==> config.mk <==
export PLATFORM = sky130hd
export DESIGN_NAME = multicycle_ctrl
export DESIGN_NICKNAME = d
export VERILOG_FILES = /design/src/rtl/multicycle_ctrl.sv
export SDC_FILE = /design/constraint.sdc
export NUM_CORES = 1
export LEC_CHECK = 0
export ABC_CLOCK_PERIOD_IN_PS = 2200
export CAP_MARGIN = 5
export CORE_MARGIN = 1.5
export CORE_UTILIZATION = 63
export CTS_CLUSTER_SIZE = 10
export DETAILED_ROUTE_END_ITERATION = 8
export DONT_BUFFER_PORTS = 1
export PLACE_DENSITY = 0.84
export SETUP_SLACK_MARGIN = 0.5
export SYNTH_ARGS = -nofsm -noshare
export SYNTH_HDL_FRONTEND = slang
export SYNTH_SLANG_ARGS = --single-unit
==> constraint.sdc <==
create_clock -name Clock -period 2.2 [get_ports Clock]
set_clock_uncertainty 0.05 [all_clocks]
set_input_delay 0.33 -clock Clock [delete_from_list [all_inputs] [get_ports Clock]]
set_output_delay 0.33 -clock Clock [all_outputs]
set_load 0.05 [all_outputs]
==> src/rtl/multicycle_ctrl.sv <==
// Multicycle control unit for the 16BitNotRISC family: fetch/decode/execute
// sequencing with logic ops, jumps, relative branches, halt/step and illegal-op flag.
module multicycle_ctrl #(
  parameter int RA_W = 4
) (
  input  logic                  Clock,
  input  logic                  Reset,
  input  logic [4+3*RA_W-1:0]   IR,
  input  logic [2*RA_W-1:0]     PC,
  input  logic                  ALU_Z,
  input  logic                  Resume,
  input  logic                  Step,
  output logic                  PC_CLR,
  output logic                  PC_IC,
  output logic                  PC_LD,
  output logic [2*RA_W-1:0]     PC_NEXT,
  output logic                  IR_LD,
  output logic [2*RA_W-1:0]     D_ADDR,
  output logic                  D_WR,
  output logic                  RF_S,
  output logic                  RF_W_EN,
  output logic [RA_W-1:0]       RF_A_ADDR,
  output logic [RA_W-1:0]       RF_B_ADDR,
  output logic [RA_W-1:0]       RF_W_ADDR,
  output logic [3:0]            ALU_S,
  output logic                  InstrDone,
  output logic                  Halted,
  output logic                  Illegal,
  output logic [3:0]            State_Out,
  output logic [3:0]            NextState_Out
);

  localparam int IW   = 4 + 3*RA_W;
  localparam int PC_W = 2*RA_W;
  localparam int DA_W = 2*RA_W;

  localparam logic [3:0] OP_NOOP  = 4'h0;
  localparam logic [3:0] OP_STORE = 4'h1;
  localparam logic [3:0] OP_LOAD  = 4'h2;
  localparam logic [3:0] OP_ADD   = 4'h3;
  localparam logic [3:0] OP_SUB   = 4'h4;
  localparam logic [3:0] OP_XOR   = 4'h7;
  localparam logic [3:0] OP_JMP   = 4'h8;
  localparam logic [3:0] OP_BEQ   = 4'h9;
  localparam logic [3:0] OP_BNE   = 4'hA;
  localparam logic [3:0] OP_HALT  = 4'hF;

  typedef enum logic [3:0] {
    S_INIT   = 4'h0,
    S_FETCH  = 4'h1,
    S_DECODE = 4'h2,
    S_LOAD_A = 4'h3,
    S_LOAD_B = 4'h4,
    S_STORE  = 4'h5,
    S_ALU    = 4'h6,
    S_BRANCH = 4'h7,
    S_JUMP   = 4'h8,
    S_HALT   = 4'h9,
    S_NOOP   = 4'hA,
    S_PAUSE  = 4'hB
  } state_t;

  state_t            state_q, state_d;
  logic [DA_W-1:0]   d_addr_q, d_addr_d;
  logic              illegal_q, illegal_d;

  logic [3:0]        op;
  logic [RA_W-1:0]   f2, f1, f0;
  logic              op_alu, op_bad, br_taken;
  logic [PC_W-1:0]   br_target;
  state_t            done_next, exit_next;

  assign op = IR[IW-1 -: 4];
  assign f2 = IR[3*RA_W-1 -: RA_W];
  assign f1 = IR[2*RA_W-1 -: RA_W];
  assign f0 = IR[RA_W-1:0];

  assign op_alu = (op >= OP_ADD) && (op <= OP_XOR);
  assign op_bad = (op > OP_BNE) && (op < OP_HALT);

  // f0 is a signed word offset relative to the already-incremented PC.
  assign br_target = PC + {{RA_W{f0[RA_W-1]}}, f0};
  assign br_taken  = ((op == OP_BEQ) && ALU_Z) || ((op == OP_BNE) && !ALU_Z);

  assign done_next = Step ? S_PAUSE : S_FETCH;
  assign exit_next = Resume ? S_FETCH : state_q;

  always_comb begin
    state_d = S_INIT;
    case (state_q)
      S_INIT:   state_d = S_FETCH;
      S_FETCH:  state_d = S_DECODE;
      S_DECODE: begin
        if (op_alu)                              state_d = S_ALU;
        else if (op == OP_STORE)                 state_d = S_STORE;
        else if (op == OP_LOAD)                  state_d = S_LOAD_A;
        else if (op == OP_JMP)                   state_d = S_JUMP;
        else if (op == OP_BEQ || op == OP_BNE)   state_d = S_BRANCH;
        else if (op == OP_HALT)                  state_d = S_HALT;
        else                                     state_d = S_NOOP;
      end
      S_LOAD_A: state_d = S_LOAD_B;
      S_LOAD_B, S_STORE, S_ALU, S_BRANCH, S_JUMP, S_NOOP:
                state_d = done_next;
      S_HALT, S_PAUSE:
                state_d = exit_next;
      default:  state_d = S_INIT;
    endcase
  end

  // Data address is latched once per LOAD/STORE so it stays valid through the access.
  always_comb begin
    d_addr_d  = d_addr_q;
    illegal_d = illegal_q;
    if (state_q == S_DECODE) begin
      if (op == OP_LOAD)  d_addr_d = {f2, f1};
      if (op == OP_STORE) d_addr_d = {f1, f0};
      if (op_bad)         illegal_d = 1'b1;
    end
  end

  always_ff @(posedge Clock) begin
    if (Reset) begin
      state_q   <= S_INIT;
      d_addr_q  <= '0;
      illegal_q <= 1'b0;
    end else begin
      state_q   <= state_d;
      d_addr_q  <= d_addr_d;
      illegal_q <= illegal_d;
    end
  end

  always_comb begin
    PC_CLR    = 1'b0;
    PC_IC     = 1'b0;
    PC_LD     = 1'b0;
    PC_NEXT   = '0;
    IR_LD     = 1'b0;
    D_WR      = 1'b0;
    RF_S      = 1'b0;
    RF_W_EN   = 1'b0;
    RF_A_ADDR = '0;
    RF_B_ADDR = '0;
    RF_W_ADDR = '0;
    ALU_S     = 4'h0;
    InstrDone = 1'b0;
    Halted    = 1'b0;
    case (state_q)
      S_INIT:   PC_CLR = 1'b1;
      S_FETCH:  IR_LD  = 1'b1;
      S_DECODE: PC_IC  = 1'b1;
      S_LOAD_A: ;
      S_LOAD_B: begin
        RF_S      = 1'b1;
        RF_W_EN   = 1'b1;
        RF_W_ADDR = f0;
        InstrDone = 1'b1;
      end
      S_STORE: begin
        RF_A_ADDR = f2;
        D_WR      = 1'b1;
        InstrDone = 1'b1;
      end
      S_ALU: begin
        RF_A_ADDR = f2;
        RF_B_ADDR = f1;
        RF_W_ADDR = f0;
        RF_W_EN   = 1'b1;
        ALU_S     = op;
        InstrDone = 1'b1;
      end
      S_BRANCH: begin
        RF_A_ADDR = f2;
        RF_B_ADDR = f1;
        ALU_S     = OP_SUB;
        InstrDone = 1'b1;
        if (br_taken) begin
          PC_LD   = 1'b1;
          PC_NEXT = br_target;
        end
      end
      S_JUMP: begin
        PC_LD     = 1'b1;
        PC_NEXT   = {f1, f0};
        InstrDone = 1'b1;
      end
      S_NOOP:   InstrDone = 1'b1;
      S_HALT, S_PAUSE:
                Halted = 1'b1;
      default: ;
    endcase
  end

  assign D_ADDR        = d_addr_q;
  assign Illegal       = illegal_q;
  assign State_Out     = state_q;
  assign NextState_Out = state_d;

endmodule

==> results of run 1 <==
## per-stage QoR
step	instance area [sq um]	setup slack [ns]	instances	hold slack, ns
after floorplan	1659	-0.07669	171	0.3419
after global placement	1933	0.06323	208	0.3452
after detailed placement	1933	0.003973	208	0.3473
## cell families after synthesis
family                   synth area share (%)
AO/OA/AOI/OAI                           29.32
XOR/XNOR                                3.055
adder cells (fa/ha/maj)                 10.99
buffers and inverters                   5.671
flip-flops                              18.15
multiplexers                            6.370
AND/OR/NAND/NOR                         26.44
## Yosys cell counts (2+ instances only)
cell / number
sky130_fd_sc_hd__nor2_1: 14
sky130_fd_sc_hd__and3_1: 13
sky130_fd_sc_hd__dfxtp_1: 13
sky130_fd_sc_hd__ha_1: 11
sky130_fd_sc_hd__a211oi_1: 10
sky130_fd_sc_hd__and2_1: 8
sky130_fd_sc_hd__mux2i_1: 8
sky130_fd_sc_hd__clkbuf_1: 6
sky130_fd_sc_hd__a22o_1: 5
sky130_fd_sc_hd__buf_2: 5
sky130_fd_sc_hd__nand2_1: 5
sky130_fd_sc_hd__a21o_1: 4
sky130_fd_sc_hd__a21oi_1: 4
sky130_fd_sc_hd__a31oi_1: 4
sky130_fd_sc_hd__inv_1: 4
sky130_fd_sc_hd__nor2b_1: 4
sky130_fd_sc_hd__a211o_1: 3
sky130_fd_sc_hd__nor3b_1: 3
sky130_fd_sc_hd__o21a_1: 3
sky130_fd_sc_hd__o21ai_0: 3
sky130_fd_sc_hd__o21ai_1: 3
sky130_fd_sc_hd__or2_2: 3
sky130_fd_sc_hd__xnor2_1: 3
sky130_fd_sc_hd__a211oi_2: 2
sky130_fd_sc_hd__a32o_1: 2
sky130_fd_sc_hd__nand3_1: 2
sky130_fd_sc_hd__nand3b_1: 2
sky130_fd_sc_hd__o211a_1: 2
sky130_fd_sc_hd__xor2_1: 2
==> results.rst, run 1 <==
.. list-table::
   :header-rows: 1

   * - Metric
     - Value
   * - Post-CTS Hold Fix Bufs
     - 0
   * - Yosys reg bits
     - 13
   * - Most common flop cell mapped by yosys
     - sky130_fd_sc_hd__dfxtp_1
   * - Biggest area consumer among synthesized cells
     - sky130_fd_sc_hd__dfxtp_1
   * - Max Buffers Root-to-Sink
     - 2
   * - H-tree lvl count
     - 1
   * - Number of flops mapped to enable cells by yosys
     - 0
   * - Post-Synthesis Cell Area
     - 1434 sq um
   * - Count of buffers from port buffering
     - 0
   * - Die outline width
     - 50.71 um
   * - Error message
     - [ERROR DPL-0033] detailed placement checks failed during check placement.
   * - Cell variety after synth
     - 49
   * - Average cell area after synthesis
     - 8.385 sq um
   * - Async set-or-reset flop fraction in the synthesized netlist
     - 0%
   * - Clock net sink count
     - 13
   * - Post-CTS sizing
     - 36
   * - Area share of the largest cell type after synthesis
     - 18.15%
   * - Placer's final routability congestion estimate
     - 0.8228
   * - Top area cells in the synthesized netlist
     - sky130_fd_sc_hd__dfxtp_1, sky130_fd_sc_hd__ha_1, sky130_fd_sc_hd__and3_1, sky130_fd_sc_hd__mux2i_1, sky130_fd_sc_hd__a211oi_1
   * - HPWL after detailed placement
     - 3.503 mm
   * - Nets in the synthesized netlist
     - 212
   * - Number of ports placed on the die boundary
     - 79
   * - Row count
     - 17
   * - Starting density of the core
     - 66.09%
   * - Cell count after synthesis
     - 171
   * - Post-CTS repair timing setup buffer count
     - 9
   * - Master cell of the clock root buffer
     - sky130_fd_sc_hd__clkbuf_4
   * - Clock buffer count from CTS
     - 3
   * - Status
     - did not finish
   * - Overall die height
     - 50.71 um
   * - Stopping stage
     - clock tree synthesis (4_1_cts)
   * - Sequential share of the synthesized area
     - 18.15%
   * - Yosys warning count
     - 0
==> run 2: changes to the inputs <==
--- a/config.mk
+++ b/config.mk
@@ -7,13 +7,11 @@
 export LEC_CHECK = 0
 export ABC_CLOCK_PERIOD_IN_PS = 2200
 export CAP_MARGIN = 5
-export CORE_MARGIN = 1.5
-export CORE_UTILIZATION = 63
-export CTS_CLUSTER_SIZE = 10
+export CORE_AREA = 2 2 63 65
 export DETAILED_ROUTE_END_ITERATION = 8
+export DIE_AREA = 0 0 65 67
 export DONT_BUFFER_PORTS = 1
-export PLACE_DENSITY = 0.84
-export SETUP_SLACK_MARGIN = 0.5
+export PLACE_DENSITY_LB_ADDON = 0.15
 export SYNTH_ARGS = -nofsm -noshare
 export SYNTH_HDL_FRONTEND = slang
 export SYNTH_SLANG_ARGS = --single-unit
==> results.rst, run 2 <==
.. list-table::
   :header-rows: 1

   * - Metric
     - Value
   * - Antenna violations before repair
     - 0
   * - Via-per-instance ratio
     - 5.839
   * - Data required time of the critical path
     - 1.82 ns
   * - Clock tree from TritonCTS
     - yes
   * - Clk pin slew, worst setup/hold paths
     - 0.06 ns
   * - Total die area
     - 4355 sq um
   * - Yosys warning count
     - 0
   * - H-tree lvl count
     - 1
   * - Most used cells in the layout excluding fill and tap cells
     - sky130_fd_sc_hd__buf_4, sky130_fd_sc_hd__buf_12, sky130_fd_sc_hd__nor2_1
   * - Worst VDD drop
     - 0.0004829 V
   * - Filler Cells Inserted
     - 331
   * - Cells along the critical path
     - inv_4 -> ha_4 -> nand4_1 -> buf_4 -> a2111o_1 -> o211ai_1 -> buf_4
   * - Clock net sink count
     - 13
   * - Status
     - finished, violations left
   * - Area share of the largest cell type after synthesis
     - 18.15%
   * - First-pass GRT wire length
     - 7.086 mm
   * - Max Buffers Root-to-Sink
     - 2
   * - Residual overflow from global routing
     - 0
   * - Delay-heaviest family, CP
     - buffers and inverters
   * - Total area of multi-input combinational cells
     - 1200 sq um
   * - Ratio of total power to cell area
     - 1006 nW/um^2
   * - Sequential standard cell area
     - 270.3 sq um
   * - Crit path DAT
     - 1.83 ns
   * - Routed wire length per instance
     - 18.31 um
   * - Sequential share of the synthesized area
     - 18.15%
   * - Overall track demand over capacity in global routing
     - 21.12%
   * - Most common flop cell mapped by yosys
     - sky130_fd_sc_hd__dfxtp_1
   * - Hold Path Class
     - in -> reg
   * - Post-CTS Hold Fix Bufs
     - 0
   * - Cell count of the worst hold path
     - 1
   * - Placeable Area
     - 3606 sq um
   * - Setup repair after global routing missed its margin
     - yes
   * - Worst setup EP type
     - output port
   * - Average cell area after synthesis
     - 8.385 sq um
   * - Top area cells in the synthesized netlist
     - sky130_fd_sc_hd__dfxtp_1, sky130_fd_sc_hd__ha_1, sky130_fd_sc_hd__and3_1, sky130_fd_sc_hd__mux2i_1, sky130_fd_sc_hd__a211oi_1
   * - Placer's final routability congestion estimate
     - 0.8328
   * - Tmin final
     - 2.211 ns
   * - Fraction of final layout cells sized beyond drive strength 1
     - 39.00%
   * - Row count
     - 22
   * - Biggest area consumer among synthesized cells
     - sky130_fd_sc_hd__dfxtp_1
   * - Met2 Routed Length
     - 2.225 mm
   * - Clock buffer count from CTS
     - 3
   * - Final net count
     - 242
   * - 1st-iter DRT viols
     - 74
   * - Slew Limit Headroom
     - 64.33%
   * - Cell occurring most often along the worst timing path
     - sky130_fd_sc_hd__buf_4
   * - Count of final hold-check violations
     - 0
   * - Number of ports placed on the die boundary
     - 79
   * - Critical path launch point type
     - flop
   * - Worst Setup Path Type
     - reg -> out
   * - Post-Route M1 WL
     - 1.893 mm
   * - Most instantiated cells after synthesis
     - sky130_fd_sc_hd__nor2_1, sky130_fd_sc_hd__and3_1, sky130_fd_sc_hd__dfxtp_1, sky130_fd_sc_hd__ha_1, sky130_fd_sc_hd__a211oi_1
   * - Number of flops mapped to enable cells by yosys
     - 0
   * - Transition time at the pin with the least slew margin
     - 0.5343 ns
   * - Violations in the final reports
     - negative setup slack
   * - Clock latency on the worst-skew pair
     - 0.24 ns
   * - Yosys reg bits
     - 13
   * - Slowest stage cell on the critical path
     - sky130_fd_sc_hd__dfxtp_4
   * - Layout Utilization
     - 58.19%
   * - Cell variety after synth
     - 49
   * - Post-detailed-route count of antenna-violating nets
     - 0
   * - Sum of met3 wire segment lengths after detailed routing
     - 364 um
   * - Worst-case hold slack
     - 0.09087 ns
   * - Diodes inserted
     - 0
   * - Master cell of the clock root buffer
     - sky130_fd_sc_hd__clkbuf_8
   * - Die outline width
     - 65 um
   * - Area growth syn-to-layout
     - 46.33%
   * - HPWL after detailed placement
     - 3.518 mm
   * - Logic depth of the worst register-to-register path
     - 9
   * - Leading cell type in the layout, fill and taps excluded
     - sky130_fd_sc_hd__buf_4
   * - Critical path depth in cells
     - 7
   * - Pins Over Slew Limit
     - 0
   * - Count of unresolved DRC violations after routing
     - 0
   * - Final critical-path share of the clock period
     - 100.5%
   * - Max-cap check violation count
     - 0
   * - Detailed-routing iteration count for the pre-antenna-repair pass
     - 4
   * - Maximum cell stage delay along the critical path
     - 0.35 ns
   * - Cell count after synthesis
     - 171
   * - Count of buffers from port buffering
     - 0
   * - Worst Slack Setup Final
     - -0.01141 ns
   * - Async set-or-reset flop fraction in the synthesized netlist
     - 0%
   * - Vias in the first global route
     - 1457
   * - Most instantiated library cell after synthesis
     - sky130_fd_sc_hd__nor2_1
   * - Post-Route WL
     - 4.540 mm
   * - Total via count in the routed design
     - 1448
   * - Nets in the synthesized netlist
     - 212
   * - Post-Synthesis Cell Area
     - 1434 sq um
   * - Uppermost routed layer
     - met4
   * - Flip-flop count of the largest register after layout
     - 8
   * - Maximum number of pins on one net before global-route repair
     - 17
   * - Count of final setup violators
     - 1
   * - Crit path buffers/inverters
     - 3
   * - Overall die height
     - 67 um
   * - Maximum frequency from static timing analysis
     - 0.4522 GHz
   * - Static Leak
     - 0.0008637 uW
   * - Worst setup slack for register-to-register paths
     - 0.22 ns
   * - Largest fanout of any net on the critical path
     - 2
   * - Starting density of the core
     - 39.76%
## run 2: power by group
group	total, uW	switching [uW]	internal, uW
logic	1530	929	598
registers	368	89.8	278
clock network	216	88.1	128
## run 2: metrics by stage
step	std cells	power (uW)	TNS, ns	setup WS [ns]	cell area, sq um
after floorplan	171	1364	-0.1317	-0.1317	1489
after global placement	240	1799	-0.1440	-0.09632	1957
after detailed placement	240	1819	-0.2999	-0.1983	1957
after CTS	244	2056	0	0.002182	2029
after global routing	248	2208	-0.3136	-0.09906	2098
final	248	2111	-0.01141	-0.01141	2098
## run 2: layout make-up
type                            count  share of cell area [%]
Multi-Input combinational cell    141                   57.19
Sequential cell                    13                   12.88
Timing Repair Buffer               38                   24.09
Clock buffer                        4                   2.147
Inverter                            4                  0.8348
Tap cell                           48                   2.862
## run 2: cells by family (layout without fill, tap and decap cells)
family / count (synthesis) / in the layout / synth area share, %
simple gates: 62 / 62 / 26.44
compound gates: 53 / 53 / 29.32
buf+inv: 17 / 46 / 5.671
flops: 13 / 13 / 18.15
fa+ha+maj: 12 / 12 / 10.99
mux: 9 / 9 / 6.370
xor+xnor: 5 / 5 / 3.055
## run 2: what timing repair did
item,in CTS,in global routing
setup buffers,0,4
endpoints found under the setup margin,6,12
pin swaps,2,5
resized for setup,8,10
gates cloned,0,0
## run 2: per-layer routing
layer / global-route usage (%) / vias up
met2: 36.47 / 56
met4: 7.713 / 0
met1: 25.05 / 681
li1: - / 705
met5: 0 / -
met3: 5.574 / 6
## run 2: final timing paths
kind,endpoint,from
worst max-delay path,PC_NEXT[7],State_Out[3]
worst min register to register,State_Out[2],State_Out[0]
worst max register to register,D_ADDR[7],State_Out[3]
worst min-delay path,State_Out[2],Reset
Note: power is estimated with default switching activity, not from simulation.
==> run 3: changes to the inputs <==
--- a/config.mk
+++ b/config.mk
@@ -5,7 +5,7 @@
 export SDC_FILE = /design/constraint.sdc
 export NUM_CORES = 1
 export LEC_CHECK = 0
-export ABC_CLOCK_PERIOD_IN_PS = 2200
+export ABC_CLOCK_PERIOD_IN_PS = 2100
 export CAP_MARGIN = 5
 export CORE_AREA = 2 2 63 65
 export DETAILED_ROUTE_END_ITERATION = 8
==> constraint.sdc (replaced) <==
create_clock -name Clock -period 2.1 [get_ports Clock]
set_clock_uncertainty 0.05 [all_clocks]
set_input_delay 0.315 -clock Clock [delete_from_list [all_inputs] [get_ports Clock]]
set_output_delay 0.315 -clock Clock [all_outputs]
set_load 0.05 [all_outputs]
==> results.rst, run 3 (synthesis results as in run 2) <==
.. list-table::
   :header-rows: 1

   * - Metric
     - Value
   * - 1st-iter DRT viols
     - 59
   * - Fraction of final layout cells sized beyond drive strength 1
     - 44.39%
   * - Tmin final
     - 2.195 ns
   * - Crit path DAT
     - 1.83 ns
   * - Post-detailed-route count of antenna-violating nets
     - 0
   * - Summed area of non-filler cells in the final layout
     - 2192 sq um
   * - Static Leak
     - 0.0008962 uW
   * - Count of final setup violators
     - 7
   * - First-pass GRT wire length
     - 7.341 mm
   * - Total die area
     - 4355 sq um
   * - Worst Slack Setup Final
     - -0.09455 ns
   * - Max-cap check violation count
     - 0
   * - Residual overflow from global routing
     - 0
   * - Inst Count DP
     - 245
   * - Post-CTS Hold Fix Bufs
     - 0
   * - Max Buffers Root-to-Sink
     - 2
   * - Final net count
     - 247
   * - Placed cell areas
     - 2021 sq um
   * - Data required time of the critical path
     - 1.74 ns
   * - Via-per-instance ratio
     - 5.897
   * - Most used cells in the layout excluding fill and tap cells
     - sky130_fd_sc_hd__buf_4, sky130_fd_sc_hd__buf_12, sky130_fd_sc_hd__nor2_1, sky130_fd_sc_hd__and3_1
   * - Worst Setup Path Type
     - reg -> out
   * - Diodes inserted
     - 0
   * - Total via count in the routed design
     - 1492
   * - H-tree lvl count
     - 1
   * - Row count
     - 22
   * - Leading cell type in the layout, fill and taps excluded
     - sky130_fd_sc_hd__buf_4
   * - Count of buffers from port buffering
     - 0
   * - Starting density of the core
     - 39.76%
   * - Vias in the first global route
     - 1535
   * - Maximum frequency from static timing analysis
     - 0.4557 GHz
   * - Count of final hold-check violations
     - 0
   * - Maximum number of pins on one net before global-route repair
     - 17
   * - Placeable Area
     - 3606 sq um
   * - Flip-flop count of the largest register after layout
     - 8
   * - Hold Path Class
     - in -> reg
   * - Slew Limit Headroom
     - 63.46%
   * - Routed wire length per instance
     - 18.30 um
   * - Minimum setup slack after placement
     - -0.1248 ns
   * - Status
     - finished, violations left
   * - Number of ports placed on the die boundary
     - 79
   * - Clk pin slew, worst setup/hold paths
     - 0.07 ns
   * - Filler-free cell count of the finished design
     - 253
   * - Clock tree from TritonCTS
     - yes
   * - Pins Over Slew Limit
     - 0
   * - Count of unresolved DRC violations after routing
     - 0
   * - Clock net sink count
     - 13
   * - Setup repair after global routing missed its margin
     - yes
   * - Critical path launch point type
     - flop
   * - Final critical-path share of the clock period
     - 104.5%
   * - Violations in the final reports
     - negative setup slack
   * - HPWL after detailed placement
     - 3.614 mm
   * - Post-Route WL
     - 4.629 mm
   * - Clock buffer count from CTS
     - 3
   * - Transition time at the pin with the least slew margin
     - 0.5474 ns
   * - Ratio of total power to cell area
     - 1046 nW/um^2
   * - Largest fanout of any net on the critical path
     - 2
   * - Placer's final routability congestion estimate
     - 0.7954
   * - Overall track demand over capacity in global routing
     - 21.58%
   * - Detailed-routing iteration count for the pre-antenna-repair pass
     - 4
   * - Die outline width
     - 65 um
   * - Worst setup EP type
     - output port
   * - Antenna violations before repair
     - 0
   * - Overall die height
     - 67 um
   * - Worst VDD drop
     - 0.0005917 V
   * - Clock latency on the worst-skew pair
     - 0.24 ns
   * - Area growth syn-to-layout
     - 52.88%
   * - Master cell of the clock root buffer
     - sky130_fd_sc_hd__clkbuf_8
   * - Setup_tns
     - -0.4086 ns
-- run 3: changes by cell type in the layout (fill, tap and decap cells not counted), moves of 2 or more --
cell / delta
sky130_fd_sc_hd__and2_1: -2
sky130_fd_sc_hd__and2_2: +2
sky130_fd_sc_hd__buf_4: +6
sky130_fd_sc_hd__buf_6: -2
sky130_fd_sc_hd__nor2b_2: -2
sky130_fd_sc_hd__nor2b_4: +2
-- run 3: metal layers --
| layer | share of wire [%] | vias to the layer above | global-route usage, % |
|---|---|---|---|
| met3 | 7.3 | 11 | 5.068 |
| met2 | 50 | 59 | 38.79 |
| met5 | 0 | - | 0 |
| met1 | 41 | 708 | 25.03 |
| met4 | 1.7 | 0 | 7.181 |
| li1 | - | 714 | - |
-- run 3: final cells by class --
class	count	area, sq um
fillers	310	1414
flip-flops and latches	13	270.3
inverters	4	17.52
repair buffers	43	548.0
multi-input cells	141	1251
well taps	48	60.06
clock buffers	4	45.04
-- run 3: final timing paths --
kind | slack [ns] | to | start | cells past startpoint
min reg2reg | 0.57 | State_Out[2] | State_Out[0] | 2
max | -0.09 | PC_NEXT[7] | State_Out[3] | 7
min | 0.08 | D_ADDR[3] | Reset | 1
max reg2reg | 0.30 | D_ADDR[7] | State_Out[3] | 8
-- run 3: through the flow --
step / power [uW] / utilization, % / hold WS (ns)
floorplan: 1441 / - / 0.3269
global placement: 1930 / 56.04 / 0.3295
detailed placement: 1948 / 56.04 / 0.3337
CTS: 2220 / 59.16 / 0.07409
global route: 2397 / 60.79 / 0.07240
finish: 2293 / 60.79 / 0.07555
-- run 3: where the power goes --
group | total [uW] | internal (uW) | switching, uW
combinational | 1670 | 682 | 985
sequential | 397 | 292 | 105
clock | 229 | 134 | 94.7
-- run 3: critical path, cell delays in order (launching register included) --
cell and delay (ns):
sky130_fd_sc_hd__dfxtp_4 0.36, sky130_fd_sc_hd__inv_4 0.06, sky130_fd_sc_hd__ha_4 0.12, sky130_fd_sc_hd__nand4_1 0.17, sky130_fd_sc_hd__buf_4 0.19, sky130_fd_sc_hd__a2111o_1 0.27, sky130_fd_sc_hd__o211ai_1 0.18, sky130_fd_sc_hd__buf_4 0.23
-- run 3: what timing repair did --
| action | CTS | global route |
|---|---|---|
| resized for setup | 14 | 11 |
| pin swaps | 5 | 5 |
| endpoints found under the setup margin | 12 | 15 |
| setup buffers | 3 | 2 |
==> run 4: changes to the inputs <==
--- a/config.mk
+++ b/config.mk
@@ -5,7 +5,7 @@
 export SDC_FILE = /design/constraint.sdc
 export NUM_CORES = 1
 export LEC_CHECK = 0
-export ABC_CLOCK_PERIOD_IN_PS = 2100
+export ABC_CLOCK_PERIOD_IN_PS = 2500
 export CAP_MARGIN = 5
 export CORE_AREA = 2 2 63 65
 export DETAILED_ROUTE_END_ITERATION = 8
==> constraint.sdc (replaced) <==
create_clock -name Clock -period 2.5 [get_ports Clock]
set_clock_uncertainty 0.05 [all_clocks]
set_input_delay 0.5 -clock Clock [delete_from_list [all_inputs] [get_ports Clock]]
set_output_delay 0.5 -clock Clock [all_outputs]
set_load 0.05 [all_outputs]
==> results.rst, run 4 (synthesis results as in run 2) <==
.. list-table::
   :header-rows: 1

   * - Metric
     - Value
   * - Violations in the final reports
     - negative setup slack
   * - Critical path launch point type
     - input pin
   * - Leading cell type in the layout, fill and taps excluded
     - sky130_fd_sc_hd__buf_4
   * - Total via count in the routed design
     - 1465
   * - Maximum frequency from static timing analysis
     - 0.3971 GHz
   * - Overall track demand over capacity in global routing
     - 21.27%
   * - Count of final hold-check violations
     - 0
   * - Hold Crit Start
     - Reset
   * - First-pass GRT wire length
     - 7.189 mm
   * - Static Leak
     - 0.0008837 uW
   * - Setup repair after global routing missed its margin
     - yes
   * - Worst-case hold slack
     - 0.2607 ns
   * - Slew Limit Headroom
     - 63.38%
   * - Placer's final routability congestion estimate
     - 0.8047
   * - Filler-free cell count of the finished design
     - 250
   * - Cell occurring most often along the worst timing path
     - sky130_fd_sc_hd__a211o_1
   * - Cells along the critical path
     - ha_1 -> a211o_1 -> a211oi_4 -> nor4b_4 -> a211o_1 -> buf_12
   * - Largest fanout of any net on the critical path
     - 5
   * - Number of ports placed on the die boundary
     - 79
   * - Count of final setup violators
     - 1
   * - HPWL after detailed placement
     - 3.527 mm
   * - Post-detailed-route count of antenna-violating nets
     - 0
   * - Maximum cell stage delay along the critical path
     - 0.33 ns
   * - Residual overflow from global routing
     - 0
   * - Row count
     - 22
   * - Slowest stage cell on the critical path
     - sky130_fd_sc_hd__a211o_1
   * - Routed wire length per instance
     - 18.10 um
   * - Final net count
     - 244
   * - Pins Over Slew Limit
     - 0
   * - Worst Slack Setup Final
     - -0.01798 ns
   * - Clock tree from TritonCTS
     - yes
   * - Transition time at the pin with the least slew margin
     - 0.5486 ns
   * - Clock latency on the worst-skew pair
     - 0.24 ns
   * - Area growth syn-to-layout
     - 49.48%
   * - Data required time of the critical path
     - 1.95 ns
   * - Worst setup EP type
     - output port
   * - Flip-flop count of the largest register after layout
     - 8
   * - Final critical-path share of the clock period
     - 100.7%
   * - Diodes inserted
     - 0
   * - Placed cell areas
     - 2003 sq um
   * - Max-cap check violation count
     - 0
   * - Worst VDD drop
     - 0.0004170 V
   * - Total die area
     - 4355 sq um
   * - Vias in the first global route
     - 1459
   * - Max Buffers Root-to-Sink
     - 2
   * - Tmin final
     - 2.518 ns
   * - Filler Cells Inserted
     - 322
   * - Status
     - finished, violations left
   * - Count of unresolved DRC violations after routing
     - 0
   * - Starting density of the core
     - 39.76%
   * - Maximum number of pins on one net before global-route repair
     - 17
   * - Minimum setup slack after placement
     - -0.1459 ns
   * - Master cell of the clock root buffer
     - sky130_fd_sc_hd__clkbuf_8
   * - Reg-to-reg startpoint
     - State_Out[2]
   * - Most used cells in the layout excluding fill and tap cells
     - sky130_fd_sc_hd__buf_4, sky130_fd_sc_hd__buf_12, sky130_fd_sc_hd__nor2_1
   * - Clock net sink count
     - 13
   * - Antenna violations before repair
     - 0
   * - Hold Path Class
     - in -> reg
   * - Clk pin slew, worst setup/hold paths
     - 0.06 ns
   * - Via-per-instance ratio
     - 5.860
   * - Summed area of non-filler cells in the final layout
     - 2143 sq um
   * - Ratio of total power to cell area
     - 851.2 nW/um^2
   * - Count of buffers from port buffering
     - 0
   * - Worst Setup Path Type
     - in -> out
   * - Crit path DAT
     - 1.97 ns
   * - Die outline width
     - 65 um
   * - Overall die height
     - 67 um
   * - Clock buffer count from CTS
     - 3
   * - Detailed-routing iteration count for the pre-antenna-repair pass
     - 4
   * - Setup_tns
     - -0.01798 ns
   * - Crit path from
     - IR[1]
   * - Inst Count DP
     - 245
   * - H-tree lvl count
     - 1
   * - 1st-iter DRT viols
     - 79
   * - Post-Route WL
     - 4.524 mm
   * - Placeable Area
     - 3606 sq um
   * - Fraction of final layout cells sized beyond drive strength 1
     - 39.60%
==> run 4: cell count changes in the layout (fill, tap and decap cells not counted), sizes merged <==
cell,previous run,this run
buf,43,40
==> run 4: worst max-delay path: cells and delay by family <==
family          cells  cell delay, ns
fa+ha+maj           1            0.29
compound gates      3            0.94
simple gates        1            0.08
buf+inv             1            0.16
==> run 4: power by group <==
| part | switching, uW | total [uW] | internal, uW |
|---|---|---|---|
| Combinational | 782 | 1290 | 509 |
| Sequential | 101 | 344 | 243 |
| Clock | 76.9 | 190 | 113 |
| Total | 960 | 1820 | 865 |
==> run 4: metal layers <==
metal,part of all wire (%),vias up,track usage [%]
met5,0,-,0
li1,-,704,-
met2,52,66,37.76
met3,9.4,4,6.419
met1,38,691,24.24
met4,0.93,0,6.915
==> run 4: stage by stage <==
stage / util [%] / total power (uW)
floorplan: - / 1196
global placement: 55.55 / 1589
detailed placement: 55.55 / 1605
CTS: 58.02 / 1808
global route: 59.44 / 1898
finish: 59.44 / 1824
==> run 4: cell type report <==
class                   count  area [sq um]  share of cell area, %
well taps                  48         60.06                  2.802
inverters                   4         15.01                 0.7005
flip-flops and latches     13         266.5                  12.43
clock buffers               4         45.04                  2.102
multi-input cells         141          1227                  57.27
repair buffers             40         529.3                  24.69
==> run 4: worst paths after layout <==
| path | slack, ns | cells past startpoint | endpoint |
|---|---|---|---|
| setup / recovery | -0.02 | 6 | PC_NEXT[5] |
| hold / removal | 0.26 | 1 | State_Out[2] |
| setup reg to reg | 0.59 | 7 | D_ADDR[7] |
| hold reg to reg | 0.61 | 2 | State_Out[2] |
==> run 4: timing repair <==
item,in CTS,in global routing
pin swaps,4,4
gates cloned,0,0
resized for setup,8,11
hold buffers,0,0
hold endpoints to repair,0,0
endpoints found under the setup margin,3,10
buffers inserted,0,2
